File: config.mk
export PLATFORM = sky130hd
export DESIGN_NAME = exec_issue_queue
export DESIGN_NICKNAME = d
export VERILOG_FILES = /design/src/rtl/nand_cpu_pkg.sv /design/src/rtl/iq_select.sv /design/src/rtl/exec_issue_queue.sv
export SDC_FILE = /design/constraint.sdc
export NUM_CORES = 1
export LEC_CHECK = 0
export CAP_MARGIN = 15
export CORE_MARGIN = 3
export CORE_UTILIZATION = 65
export CTS_BUF_LIST = sky130_fd_sc_hd__clkbuf_4
export DETAILED_ROUTE_END_ITERATION = 7
export PLACE_DENSITY = 0.84
export REMOVE_ABC_BUFFERS = 1
export SLEW_MARGIN = 15
export SYNTH_ARGS = -nofsm -noshare
export SYNTH_HDL_FRONTEND = slang
export SYNTH_SLANG_ARGS = --single-unit
File: constraint.sdc
create_clock -name clk -period 7.8 [get_ports clk]
set_input_delay 1.56 -clock clk [delete_from_list [all_inputs] [get_ports clk]]
set_output_delay 1.56 -clock clk [all_outputs]
set_load 0.005 [all_outputs]
File: src/rtl/nand_cpu_pkg.sv
// rtl/nand_cpu_pkg.sv - shared CPU widths, ALU op encoding and issue-queue entry layout
// Register-file and ROB sizes may be overridden with NUM_D_REG / NUM_S_REG / NUM_ROB defines.
`ifndef NUM_D_REG
`define NUM_D_REG 32
`endif
`ifndef NUM_S_REG
`define NUM_S_REG 8
`endif
`ifndef NUM_ROB
`define NUM_ROB 16
`endif

package nand_cpu_pkg;

    localparam int NUM_D_REG = `NUM_D_REG;
    localparam int NUM_S_REG = `NUM_S_REG;
    localparam int NUM_ROB   = `NUM_ROB;
    localparam int D_W       = $clog2(NUM_D_REG);
    localparam int S_W       = $clog2(NUM_S_REG);
    localparam int ROB_W     = $clog2(NUM_ROB);

    typedef enum logic [2:0] {
        ALU_ADD, ALU_SUB, ALU_AND, ALU_OR, ALU_XOR, ALU_NAND, ALU_SHL, ALU_SHR
    } alu_op_t;

    // Everything the execute stage sees for an issued op.
    typedef struct packed {
        logic             use_rt;
        logic [D_W-1:0]   ra_addr;
        logic [D_W-1:0]   rt_addr;
        logic [D_W-1:0]   rw_addr;
        logic [S_W-1:0]   rs_addr;
        logic [ROB_W-1:0] rob_addr;
        logic [3:0]       immdt;
        logic [1:0]       shift;
        alu_op_t          alu_op;
    } iq_payload_t;

    typedef struct packed {
        logic        valid;
        logic        use_ra;
        logic        ra_rdy;
        logic        rt_rdy;
        iq_payload_t pay;
    } iq_entry_t;

endpackage

File: src/rtl/iq_select.sv
// rtl/iq_select.sv - lowest-index-wins picker: ready vector to one-hot grant, index and any

module iq_select #(
    parameter int N     = 8,
    parameter int IDX_W = $clog2(N)
) (
    input  logic [N-1:0]     req,
    output logic [N-1:0]     grant,
    output logic [IDX_W-1:0] idx,
    output logic             any
);

    always_comb begin
        grant = '0;
        idx   = '0;
        for (int i = N - 1; i >= 0; i--) begin
            if (req[i]) begin
                grant    = '0;
                grant[i] = 1'b1;
                idx      = IDX_W'(i);
            end
        end
    end

    assign any = |req;

endmodule

File: src/rtl/exec_issue_queue.sv
// rtl/exec_issue_queue.sv - compacting oldest-first ALU issue queue with writeback wakeup
// ISSUE_WAKEUP_BYPASS_EN: same-cycle wakeup-to-select; IQ_DISPATCH_ASSERT: flag dispatch while full.
module exec_issue_queue
    import nand_cpu_pkg::*;
#(
    parameter int NUM_ENTRIES = 8
) (
    input  logic                               clk,
    input  logic                               n_rst,
    input  logic                               flush,
    input  logic                               disp_valid,
    output logic                               disp_ready,
    input  logic                               disp_use_ra,
    input  logic                               disp_use_rt,
    input  logic [D_W-1:0]                     disp_ra_addr,
    input  logic [D_W-1:0]                     disp_rt_addr,
    input  logic                               disp_ra_rdy,
    input  logic                               disp_rt_rdy,
    input  logic [D_W-1:0]                     disp_rw_addr,
    input  logic [S_W-1:0]                     disp_rs_addr,
    input  logic [ROB_W-1:0]                   disp_rob_addr,
    input  logic [3:0]                         disp_immdt,
    input  logic [1:0]                         disp_shift,
    input  alu_op_t                            disp_alu_op,
    input  logic                               wb_valid,
    input  logic [D_W-1:0]                     wb_tag,
    output logic                               iss_valid,
    input  logic                               iss_ready,
    output logic [D_W-1:0]                     iss_ra_addr,
    output logic [D_W-1:0]                     iss_rt_addr,
    output logic                               iss_use_rt,
    output logic [D_W-1:0]                     iss_rw_addr,
    output logic [S_W-1:0]                     iss_rs_addr,
    output logic [ROB_W-1:0]                   iss_rob_addr,
    output logic [3:0]                         iss_immdt,
    output logic [1:0]                         iss_shift,
    output alu_op_t                            iss_alu_op,
    output logic [$clog2(NUM_ENTRIES+1)-1:0]   occupancy
);

    localparam int IDX_W = $clog2(NUM_ENTRIES);
    localparam int CNT_W = $clog2(NUM_ENTRIES + 1);

    iq_entry_t              ent_q [NUM_ENTRIES];
    iq_entry_t              ent_d [NUM_ENTRIES];
    logic [CNT_W-1:0]       occ_q, occ_d, occ_rem;
    logic [NUM_ENTRIES-1:0] rdy_vec, grant;
    logic [NUM_ENTRIES-1:0] ra_ok, rt_ok;
    logic [IDX_W-1:0]       sel_idx;
    logic                   sel_any, transfer, accept;
    iq_entry_t              new_ent;
    iq_payload_t            sel_pay;

    always_comb begin
        ra_ok = '0;
        rt_ok = '0;
        for (int i = 0; i < NUM_ENTRIES; i++) begin
            ra_ok[i] = ent_q[i].ra_rdy;
            rt_ok[i] = ent_q[i].rt_rdy;
`ifdef ISSUE_WAKEUP_BYPASS_EN
            ra_ok[i] = ra_ok[i] | (wb_valid && ent_q[i].pay.ra_addr == wb_tag);
            rt_ok[i] = rt_ok[i] | (wb_valid && ent_q[i].pay.rt_addr == wb_tag);
`endif
        end
    end

    always_comb begin
        rdy_vec = '0;
        for (int i = 0; i < NUM_ENTRIES; i++) begin
            rdy_vec[i] = ent_q[i].valid & (!ent_q[i].use_ra | ra_ok[i])
                                        & (!ent_q[i].pay.use_rt | rt_ok[i]);
        end
    end

    iq_select #(.N(NUM_ENTRIES), .IDX_W(IDX_W)) u_select (
        .req   (rdy_vec),
        .grant (grant),
        .idx   (sel_idx),
        .any   (sel_any)
    );

    // One-hot AND-OR mux; grant is all-zero when nothing is ready, giving zero outputs.
    always_comb begin
        sel_pay = '0;
        for (int i = 0; i < NUM_ENTRIES; i++) begin
            if (grant[i]) begin
                sel_pay = iq_payload_t'(sel_pay | ent_q[i].pay);
            end
        end
    end

    assign iss_valid    = sel_any;
    assign iss_ra_addr  = sel_pay.ra_addr;
    assign iss_rt_addr  = sel_pay.rt_addr;
    assign iss_use_rt   = sel_pay.use_rt;
    assign iss_rw_addr  = sel_pay.rw_addr;
    assign iss_rs_addr  = sel_pay.rs_addr;
    assign iss_rob_addr = sel_pay.rob_addr;
    assign iss_immdt    = sel_pay.immdt;
    assign iss_shift    = sel_pay.shift;
    assign iss_alu_op   = sel_pay.alu_op;

    assign disp_ready = (occ_q < CNT_W'(NUM_ENTRIES));
    assign occupancy  = occ_q;
    assign transfer   = sel_any & iss_ready;
    assign accept     = disp_valid & disp_ready;
    assign occ_rem    = occ_q - CNT_W'(transfer);

    // Capture a wakeup that arrives in the dispatch cycle so it is never lost.
    always_comb begin
        new_ent              = '0;
        new_ent.valid        = 1'b1;
        new_ent.use_ra       = disp_use_ra;
        new_ent.ra_rdy       = disp_ra_rdy | (wb_valid && disp_ra_addr == wb_tag);
        new_ent.rt_rdy       = disp_rt_rdy | (wb_valid && disp_rt_addr == wb_tag);
        new_ent.pay.use_rt   = disp_use_rt;
        new_ent.pay.ra_addr  = disp_ra_addr;
        new_ent.pay.rt_addr  = disp_rt_addr;
        new_ent.pay.rw_addr  = disp_rw_addr;
        new_ent.pay.rs_addr  = disp_rs_addr;
        new_ent.pay.rob_addr = disp_rob_addr;
        new_ent.pay.immdt    = disp_immdt;
        new_ent.pay.shift    = disp_shift;
        new_ent.pay.alu_op   = disp_alu_op;
    end

    always_comb begin
        for (int i = 0; i < NUM_ENTRIES; i++) begin
            ent_d[i] = ent_q[i];
        end
        if (transfer) begin
            for (int i = 0; i < NUM_ENTRIES - 1; i++) begin
                if (i >= int'(sel_idx)) begin
                    ent_d[i] = ent_q[i+1];
                end
            end
            ent_d[NUM_ENTRIES-1] = '0;
        end
        for (int i = 0; i < NUM_ENTRIES; i++) begin
            if (wb_valid && ent_d[i].valid) begin
                if (ent_d[i].pay.ra_addr == wb_tag) ent_d[i].ra_rdy = 1'b1;
                if (ent_d[i].pay.rt_addr == wb_tag) ent_d[i].rt_rdy = 1'b1;
            end
        end
        if (accept) begin
            for (int i = 0; i < NUM_ENTRIES; i++) begin
                if (i == int'(occ_rem)) ent_d[i] = new_ent;
            end
        end
        occ_d = occ_rem + CNT_W'(accept);
        if (flush) begin
            for (int i = 0; i < NUM_ENTRIES; i++) begin
                ent_d[i] = '0;
            end
            occ_d = '0;
        end
    end

    always_ff @(posedge clk or negedge n_rst) begin
        if (!n_rst) begin
            for (int i = 0; i < NUM_ENTRIES; i++) begin
                ent_q[i] <= '0;
            end
            occ_q <= '0;
        end else begin
            for (int i = 0; i < NUM_ENTRIES; i++) begin
                ent_q[i] <= ent_d[i];
            end
            occ_q <= occ_d;
        end
    end

`ifdef IQ_DISPATCH_ASSERT
    always @(posedge clk) begin
        if (n_rst) begin
            assert (!(disp_valid && !disp_ready))
                else $error("dispatch presented while queue full");
        end
    end
`endif

endmodule

---- After elaboration in Yosys (flattened, before gate mapping) ----
Index checks and enable logic that the tools add are counted.
storage, ports and cells
  output and inout port bits .............. 38
  input bits .............................. 46
  flip-flop bits (word level) ............. 292
operators by class
  equality and inequality tests ........... 25
  bitwise gates (word level) .............. 43
  magnitude comparators ................... 8
  reduce and logical (&&, ||, !) cells .... 28
  add/subtract/negate cells ............... 2
  muxes and demuxes ....................... 67
operators with widths
  cell                                                                   number
  288-bit 2-to-1 mux                                                     3
  36-bit 2-to-1 mux                                                      15
  32-bit 2-to-1 mux                                                      8
  32-bit OR                                                              7
  5-bit equality test                                                    18
  8-bit 2-to-1 mux                                                       8
  3-bit 2-to-1 mux                                                       8
  1-bit AND                                                              18
  1-bit OR                                                               18
  4-bit equality test (first input constant)                             4
  1-bit zero test                                                        16
  1-bit 2-to-1 mux                                                       16
  2-bit 2-to-1 mux                                                       8
  1-bit logical AND                                                      10
  3-bit >= comparator (first input constant)                             3
  3-bit by 4-bit equality test with 1-bit output (first input constant)  2
  8-bit OR reduction                                                     1
  1-bit by 3-bit >= comparator with 1-bit output (first input constant)  2
  2-bit by 3-bit >= comparator with 1-bit output (first input constant)  2
  4-bit by 1-bit adder with 4-bit output                                 1
  2-bit by 4-bit equality test with 1-bit output (first input constant)  1
  4-bit zero test                                                        1
  4-bit less-than comparator (second input constant)                     1
  4-bit 2-to-1 mux                                                       1
  4-bit by 1-bit subtractor with 4-bit output                            1

---- Logic depth before layout (Yosys ltp) ----
Gate-level depths: netlist of the first run.
  word-level depth ........................ 27
  depth in mapped cells ................... 18
  gate-level depth less buffers ........... 17

---- By module ----
From an unflattened synthesis of the first run, not the netlist that was laid out.
second synthesis, totals
  cell total of the unflattened synthesis .. 1937
  area, all modules ....................... 17347.9 µm²
by module, submodules not included
  module            area an instance (µm²)  times used  cells each
  exec_issue_queue  17204.0                 1           1913
  iq_select         143.9                   1           24

---- Least setup slack after synthesis of the first run ----
OpenSTA, ideal clock, no wires.
  path type ............................... input to register
  start ................................... input iss_ready
  end ..................................... register ent_q[213] (netlist name)
  data arrival time ....................... 4.235 ns
  setup slack ............................. 3.499 ns
  cell stages on the path ................. 14
  cell sequence ........................... buf_2 > clkbuf_1 > nand2_1 > inv_1 > ha_1 > ha_1 > clkbuf_1 > inv_1 > and3_1 > nand2_1 > o21ai_0 > a2111o_1 > a2111oi_2 > a31o_1
RTL lines
  what                            line                     text
  start: declaration              exec_issue_queue.sv:28   input logic iss_ready,
  end signal: indexed assignment  exec_issue_queue.sv:167  ent_q[i] <= ent_d[i];
  end: declaration                exec_issue_queue.sv:44   iq_entry_t ent_q [NUM_ENTRIES];

---- Worst setup path in the final report of the first run ----
  start ................................... register ent_q[284] (netlist name)
  end ..................................... output iss_rt_addr[2]
on the way
  cells in the longest elaborated chain, start to end .. 18
ends and longest elaborated chain
  what                   line                    text
  1-bit OR (*)           exec_issue_queue.sv:71  & (!ent_q[i].pay.use_rt | rt_ok[i]);
  1-bit AND (*)          exec_issue_queue.sv:71
  8-bit 2-to-1 mux (*)   iq_select.sv:17         if (req[i]) begin
  32-bit 2-to-1 mux      exec_issue_queue.sv:86  if (grant[i]) begin
  32-bit OR              exec_issue_queue.sv:87  sel_pay = iq_payload_t'(sel_pay | ent_q[i].pay);
  32-bit 2-to-1 mux      exec_issue_queue.sv:86
  32-bit OR              exec_issue_queue.sv:87
  32-bit 2-to-1 mux      exec_issue_queue.sv:86
  (+2 left out)          -
  32-bit OR              exec_issue_queue.sv:87
  32-bit 2-to-1 mux      exec_issue_queue.sv:86
  32-bit OR              exec_issue_queue.sv:87
  32-bit 2-to-1 mux      exec_issue_queue.sv:86
  32-bit OR              exec_issue_queue.sv:87
  32-bit 2-to-1 mux      exec_issue_queue.sv:86
  32-bit OR              exec_issue_queue.sv:87
  32-bit 2-to-1 mux (*)  exec_issue_queue.sv:86
  end: declaration       exec_issue_queue.sv:30  output logic [D_W-1:0] iss_rt_addr,
Mark *: on every way between the ends. The rest lies on a longest branch, timed or not.

==> flow_summary_export.csv, run 1 <==
group,metric,value,unit
timing,max_freq,167,MHz
clock_tree,cts_root_buffer,"clkbuf_4",
floorplan,initial_core_util,66.5,%
grt,met1_usage,50.5,%
grt,use_met3,8.73,%
timing,fin_skew,0.0680,ns
outcome,status,"finished with violations",
clock_tree,cts_tree,"yes",
hold_path,hp-start,"ent_q[34]",
route,vias_per_cell,7.06,
floorplan,die_area,29700,um^2
yosys,synth-seq-cells,292,
worst_setup_path,cp_top_family,"simple AND/OR/NAND/NOR gates",
clock_tree,clock_path_buffers,3,
power_and_ir_drop,p_leak,8.98,nW
route,totalWireLength,56.7,mm
worst_setup_path,rrSetupSlack,2.50,ns
clock_tree,clk_pin_slew_worst_paths,0.06,ns
worst_setup_path,r2r_end,"ent_q[12]",
clock_tree,htreeDepth,3,
timing,post-route-period-util,76.8,%
timing,rsz0062_at_grt,"no",
worst_setup_path,crit_path_top_delay_cell,"nor2_4",
hold_path,min_path_type,"flip-flop to flip-flop",
place,place_hpwl,33.9,mm
clock_tree,post_cts_buffers,0,
yosys,netlist_instances,1947,
worst_setup_path,required,6.24,ns
power_and_ir_drop,irDropWorstVdd,0.000410,V
worst_setup_path,critical_path_buf_inv_count,1,
yosys,yosysUniqueCellTypes,84,
worst_setup_path,startpoint,"ent_q[284]",
place,dp.cells,2228,
floorplan,rows,60,
outcome,failed_checks,"design-rule violations",
worst_setup_path,crit_type,"flip-flop to primary output",
timing,fin_setup_tns,0,ns
final_layout,final_cells,2355,
timing,period_needed,5.99,ns
worst_setup_path,rr_startpoint,"ent_q[284]",
worst_setup_path,endpoint_kind,"primary output",
final_layout,num-nets-final,1986,
grt,grt_pass1_wl,88.2,mm
flow_run,max_cap_viol_count,0,
yosys,synth-edff-count,0,
grt,grt_overflow,0,
route,first_pass_iters,8,
worst_setup_path,cp.arrival,4.43,ns
yosys,netlist_area,18000,um^2
clock_tree,numCtsBuffers,78,
power_and_ir_drop,pwr_density_cell,388,nW/um^2
timing,setup_viol,0,
clock_tree,insertion_delay,0.75,ns
hold_path,holdPathStages,2,
yosys,synth_area_per_cell,9.25,um^2
place,numPortBuffers,83,
final_layout,multi_input_area,9690,um^2
grt,grt_use_met2,57.0,%
timing,maxSlewHeadroom,16.4,%
floorplan,die_h,172,um
worst_setup_path,slowest_delay,1.10,ns
grt,grt_pass1_vias,16078,
floorplan,fp.dieW,172,um
clock_tree,cts.sinks,292,
yosys,ys_warn_count,0,
clock_tree,cts_hold_buf,0,
yosys,synthArstFlopShare,100,%
grt,grt_max_degree,140,
route,vias,16624,
timing,drv_slew,0,
final_layout,area_growth,9.10,%
timing,worst_pin_slew,1.25,ns
route,drt-initial-drc-count,2274,
route,drc,1,
yosys,ys.flop_type,"dfrtp_1",
floorplan,ioPinCount,84,
final_layout,drive_gt1_share,10.6,%
worst_setup_path,critical_path.max_fanout,33,
yosys,ys_seq_area_share,40.6,%
route,postRouteAntennaNets,0,
hold_path,min_to,"ent_q[34]",
route,wl_per_cell,24.1,um
worst_setup_path,cp-start-kind,"flip-flop",
grt,antenna_found_initial,1,
grt,busiest_layer,"met2",
place,place.gp.congestion,1.00,
final_layout,regArea,7310,um^2
clock_tree,ctsResizeCount,0,
floorplan,coreArea,27100,um^2
timing,hold_viol,0,
worst_setup_path,reg2reg_depth,18,
final_layout,fillers,2055,
worst_setup_path,worstPathCellList,"nand2b_1 > nand3_2 > nand4_1 > nor2_4 > a221oi_1 > nand3_1 > clkdlybuf4s50_1",
grt,grt_usage,37.6,%
[layout make-up]
cell class              instances  area share, %
inverters                      24          0.458
repair buffers                119           5.69
clock buffers                 115           4.39
flip-flops and latches        292           37.2
clock inverters                10          0.554
well taps                     372           2.37
diodes                          2         0.0255
multi-input cells            1421           49.3
[where the power goes]
| group | total [mW] | internal (mW) | switching, mW | leakage (nW) |
|---|---|---|---|---|
| Combinational | 3.93 | 1.49 | 2.44 | 4.37 |
| Sequential | 2.31 | 1.92 | 0.394 | 4.03 |
| Clock | 1.39 | 0.735 | 0.654 | 0.575 |
[worst max path at each step]
stage	to	cells past startpoint
final	iss_rt_addr[2]	7
after global routing	iss_ra_addr[4]	7
after CTS	iss_rt_addr[2]	7
after detailed placement	ent_q[12]	18
after global placement	ent_q[15]	18
after floorplan	ent_q[284]	10
[through the flow]
| stage | instance area (um^2) | util (%) | hold WS, ns | worst slack, ns | power, mW |
|---|---|---|---|---|---|
| floorplan | 17000 | - | 0.515 | 2.17 | 4.82 |
| global placement | 18700 | 68.9 | 0.534 | 2.75 | 6.01 |
| detailed placement | 18700 | 68.9 | 0.543 | 2.67 | 6.12 |
| CTS | 19600 | 72.5 | 0.550 | 1.94 | 7.52 |
| global route | 19700 | 72.5 | 0.573 | 1.74 | 7.98 |
| finish | 19700 | 72.5 | 0.551 | 1.81 | 7.63 |
[metal layers]
layer / routed length, um / up-vias
met5: 0 / -
met4: 3050 / 0
met3: 6500 / 257
met2: 25100 / 1154
met1: 22000 / 8016
li1: - / 7197
[cell families (layout without fill, tap and decap cells)]
logic type	Yosys count	after routing	synth area share, %
DFF	292	292	40.6
xor gates and xnor gates	78	78	3.79
buffers and inverters	234	268	6.09
muxes	226	226	12.6
and+or+nand+nor	588	588	14.8
other	0	2	0
adders and majority gates	4	4	0.278
AOI/OAI and AO/OA	525	525	21.9
[cells in the final DEF (no fill, tap or decap), types with 4 or more instances in the layout]
| master | Yosys | routed |
|---|---|---|
| ha_1 | 4 | 4 |
| nand2b_1 | 22 | 22 |
| a311oi_1 | 31 | 31 |
| buf_4 | 16 | 35 |
| clkbuf_4 | 0 | 115 |
| nand3_2 | 2 | 5 |
| xor2_1 | 27 | 27 |
| nand2_1 | 113 | 111 |
| nor4_1 | 9 | 8 |
| o21ai_0 | 45 | 45 |
| a211oi_1 | 213 | 213 |
| a21oi_1 | 60 | 60 |
| clkdlybuf4s50_1 | 0 | 80 |
| and3_1 | 5 | 4 |
| nor3_1 | 6 | 4 |
| a221o_1 | 31 | 31 |
| dfrtp_1 | 292 | 292 |
| a22oi_1 | 71 | 71 |
| or3_1 | 6 | 6 |
| xnor2_1 | 51 | 51 |
| and3_4 | 4 | 4 |
| mux2i_1 | 224 | 224 |
| a221oi_1 | 9 | 9 |
| nand3_1 | 78 | 75 |
| nand4_1 | 39 | 39 |
| a211o_1 | 4 | 4 |
| nor2b_1 | 9 | 9 |
| nor2_1 | 277 | 274 |
| a2111oi_0 | 4 | 4 |
| inv_1 | 21 | 21 |
[state kept, by name, indices dropped and copies added, names as in the netlist]
signal and flops:
ent_q 288, occupancy 4
[Yosys cell counts, types with 4 or more instances]
cell | instances | area (um^2)
dfrtp_1 | 292 | 7310
nor2_1 | 277 | 1040
mux2i_1 | 224 | 2240
a211oi_1 | 213 | 1600
clkbuf_1 | 134 | 503
nand2_1 | 113 | 424
nand3_1 | 78 | 390
a22oi_1 | 71 | 533
a21oi_1 | 60 | 300
xnor2_1 | 51 | 447
o21ai_0 | 45 | 225
nand4_1 | 39 | 244
a221o_1 | 31 | 310
a311oi_1 | 31 | 272
xor2_1 | 27 | 236
clkbuf_2 | 23 | 115
nand2b_1 | 22 | 138
inv_1 | 21 | 78.8
buf_4 | 16 | 120
buf_1 | 13 | 48.8
buf_6 | 12 | 135
buf_2 | 10 | 50.1
a221oi_1 | 9 | 78.8
nor2b_1 | 9 | 56.3
nor4_1 | 9 | 56.3
nor3_1 | 6 | 30.0
or3_1 | 6 | 37.5
and3_1 | 5 | 31.3
a2111oi_0 | 4 | 35.0
a211o_1 | 4 | 35.0
and3_4 | 4 | 45.0
ha_1 | 4 | 50.1
o21ai_1 | 4 | 20.0
[worst min-delay path, stage by stage (launching register included)]
cell     delay [ns]
dfrtp_1        0.38
nand3_1        0.07
a21oi_1        0.06
Note: power is estimated with default switching activity, not from simulation.
==> run 2: changes to the inputs <==
--- a/config.mk
+++ b/config.mk
@@ -7,10 +7,10 @@
 export LEC_CHECK = 0
 export CAP_MARGIN = 15
 export CORE_MARGIN = 3
-export CORE_UTILIZATION = 65
+export CORE_UTILIZATION = 63
 export CTS_BUF_LIST = sky130_fd_sc_hd__clkbuf_4
 export DETAILED_ROUTE_END_ITERATION = 7
-export PLACE_DENSITY = 0.84
+export PLACE_DENSITY = 0.82
 export REMOVE_ABC_BUFFERS = 1
 export SLEW_MARGIN = 15
 export SYNTH_ARGS = -nofsm -noshare
==> constraint.sdc (replaced) <==
create_clock -name clk -period 5.8 [get_ports clk]
set_input_delay 1.16 -clock clk [delete_from_list [all_inputs] [get_ports clk]]
set_output_delay 1.16 -clock clk [all_outputs]
set_load 0.005 [all_outputs]
==> flow_summary_export.csv, run 2 (synthesis results as in run 1) <==
group,metric,value,unit
clock_tree,insertion_delay,0.73,ns
grt,grt_usage,38.6,%
timing,fin_ws,0.695,ns
timing,fin_setup_tns,0,ns
hold_path,min_path_type,"input pin to async pin",
grt,use_met3,8.76,%
timing,fin_skew,0.0471,ns
clock_tree,post_cts_buffers,0,
clock_tree,cts_hold_buf,0,
final_layout,top_register,"ent_q",
clock_tree,clk_pin_slew_worst_paths,0.07,ns
grt,grt_pass1_vias,16721,
clock_tree,ctsResizeCount,0,
outcome,status,"finished clean",
route,drc,0,
power_and_ir_drop,irDropWorstVdd,0.000479,V
timing,worst_pin_slew,1.17,ns
power_and_ir_drop,pwr_density_cell,528,nW/um^2
floorplan,coreArea,28000,um^2
clock_tree,clock_path_buffers,3,
worst_setup_path,cp-start-kind,"flip-flop",
floorplan,die_h,175,um
place,place_area,18700,um^2
grt,busiest_layer,"met2",
place,place.gp.congestion,1.01,
grt,grt_overflow,0,
route,wl_per_cell,25.1,um
floorplan,die_area,30700,um^2
worst_setup_path,startpoint,"ent_q[284]",
power_and_ir_drop,pwr-share-seq,29.9,%
timing,period_needed,5.10,ns
flow_run,max_cap_viol_count,0,
route,vias,16743,
final_layout,stdcell_area,19700,um^2
worst_setup_path,rrSetupSlack,1.19,ns
final_layout,num-nets-final,1991,
route,drt-initial-drc-count,2328,
worst_setup_path,rr_startpoint,"ent_q[284]",
grt,grt_use_met2,58.5,%
final_layout,area_growth,9.57,%
worst_setup_path,endpoint_kind,"primary output",
final_layout,fin_util,70.5,%
timing,max_freq,196,MHz
place,dpl_worst_slack,1.39,ns
worst_setup_path,worstSetupEndpoint,"iss_rt_addr[2]",
power_and_ir_drop,p_leak,9.03,nW
timing,drv_slew,0,
power_and_ir_drop,power.total,10.4,mW
route,postRouteAntennaNets,0,
grt,met1_usage,51.9,%
timing,setup_viol,0,
final_layout,drive_gt1_share,10.9,%
power_and_ir_drop,power.share.switching,46.5,%
floorplan,rows,61,
floorplan,fp.dieW,175,um
timing,hold_viol,0,
route,first_pass_iters,5,
place,numPortBuffers,83,
timing,maxSlewHeadroom,21.6,%
power_and_ir_drop,p_int,5.58,mW
worst_setup_path,crit_type,"flip-flop to primary output",
power_and_ir_drop,power_frac_comb,51.9,%
grt,antenna_found_initial,1,
worst_setup_path,critical_path.max_fanout,27,
worst_setup_path,required,4.64,ns
clock_tree,cts_root_buffer,"clkbuf_4",
power_and_ir_drop,clkPwrFrac,18.2,%
timing,whs,0.497,ns
final_layout,final_common_cell,"dfrtp_1",
place,dp.cells,2235,
floorplan,initial_core_util,64.3,%
clock_tree,cts_tree,"yes",
place,place_hpwl,35.4,mm
floorplan,ioPinCount,84,
worst_setup_path,cp.arrival,3.94,ns
worst_setup_path,r2r_end,"ent_q[213]",
grt,grt_pass1_wl,93.5,mm
final_layout,multi_input_area,9700,um^2
power_and_ir_drop,power.switching,4.85,mW
route,vias_per_cell,7.05,
final_layout,regArea,7310,um^2
worst_setup_path,reg2reg_depth,16,
clock_tree,htreeDepth,3,
final_layout,fillers,2202,
clock_tree,cts.sinks,292,
grt,grt_max_degree,134,
route,totalWireLength,59.6,mm
timing,rsz0062_at_grt,"no",
final_layout,largest_reg_flops,288,
clock_tree,numCtsBuffers,82,
timing,post-route-period-util,88.0,%
final_layout,final_cells,2375,
final_layout,most-common-layout-cells,"dfrtp_1, nor2_1, mux2i_1",
[run 2: cell count changes in the layout (fill, tap and decap cells not counted), sizes merged]
cell / before / now
bufinv: 2 / 1
diode: 2 / 1
inv: 26 / 28
clkbuf: 115 / 119
clkinv: 4 / 13
buf: 39 / 40
[run 2: power groups by stage]
stage / Clock (mW) / Sequential [mW] / Combinational, mW
6_report: 1.90 / 3.11 / 5.41
5_1_grt: 2.04 / 3.17 / 5.69
4_1_cts: 1.92 / 3.09 / 5.26
3_5_place_dp: 0 / 3.12 / 5.24
3_3_place_gp: 0 / 3.09 / 5.12
2_1_floorplan: 0 / 2.95 / 3.53
[run 2: critical path, stage by stage (launching register included)]
cell and delay (ns):
dfrtp_1 0.38, nand2b_1 0.18, nand3_2 0.28, nand4_1 0.40, nor3_2 0.82, buf_12 0.33
a22oi_1 0.13, nand3_1 0.16, clkdlybuf4s50_1 0.53
[run 2: layout make-up]
cell class              count  area share, %
multi-input cells        1421           49.2
flip-flops and latches    292           37.0
repair buffers            120           5.83
clock buffers             119           4.53
well taps                 378           2.40
clock inverters            20          0.590
inverters                  24          0.456
diodes                      1         0.0127
[run 2: worst min-delay path by stage]
stage	start	to	slack (ns)	cells after the start
2_1_floorplan	ent_q[252]	ent_q[252]	0.51	2
3_3_place_gp	ent_q[263]	ent_q[263]	0.53	2
3_5_place_dp	ent_q[258]	ent_q[258]	0.54	2
4_1_cts	ent_q[258]	ent_q[258]	0.55	2
5_1_grt	n_rst	ent_q[26]	0.58	1
6_report	n_rst	ent_q[62]	0.50	1
[run 2: routing by layer]
metal,vias to the layer above,share of wire [%]
met5,-,0
met4,0,5.9
met2,1203,44
met1,8040,38
li1,7229,-
met3,271,12
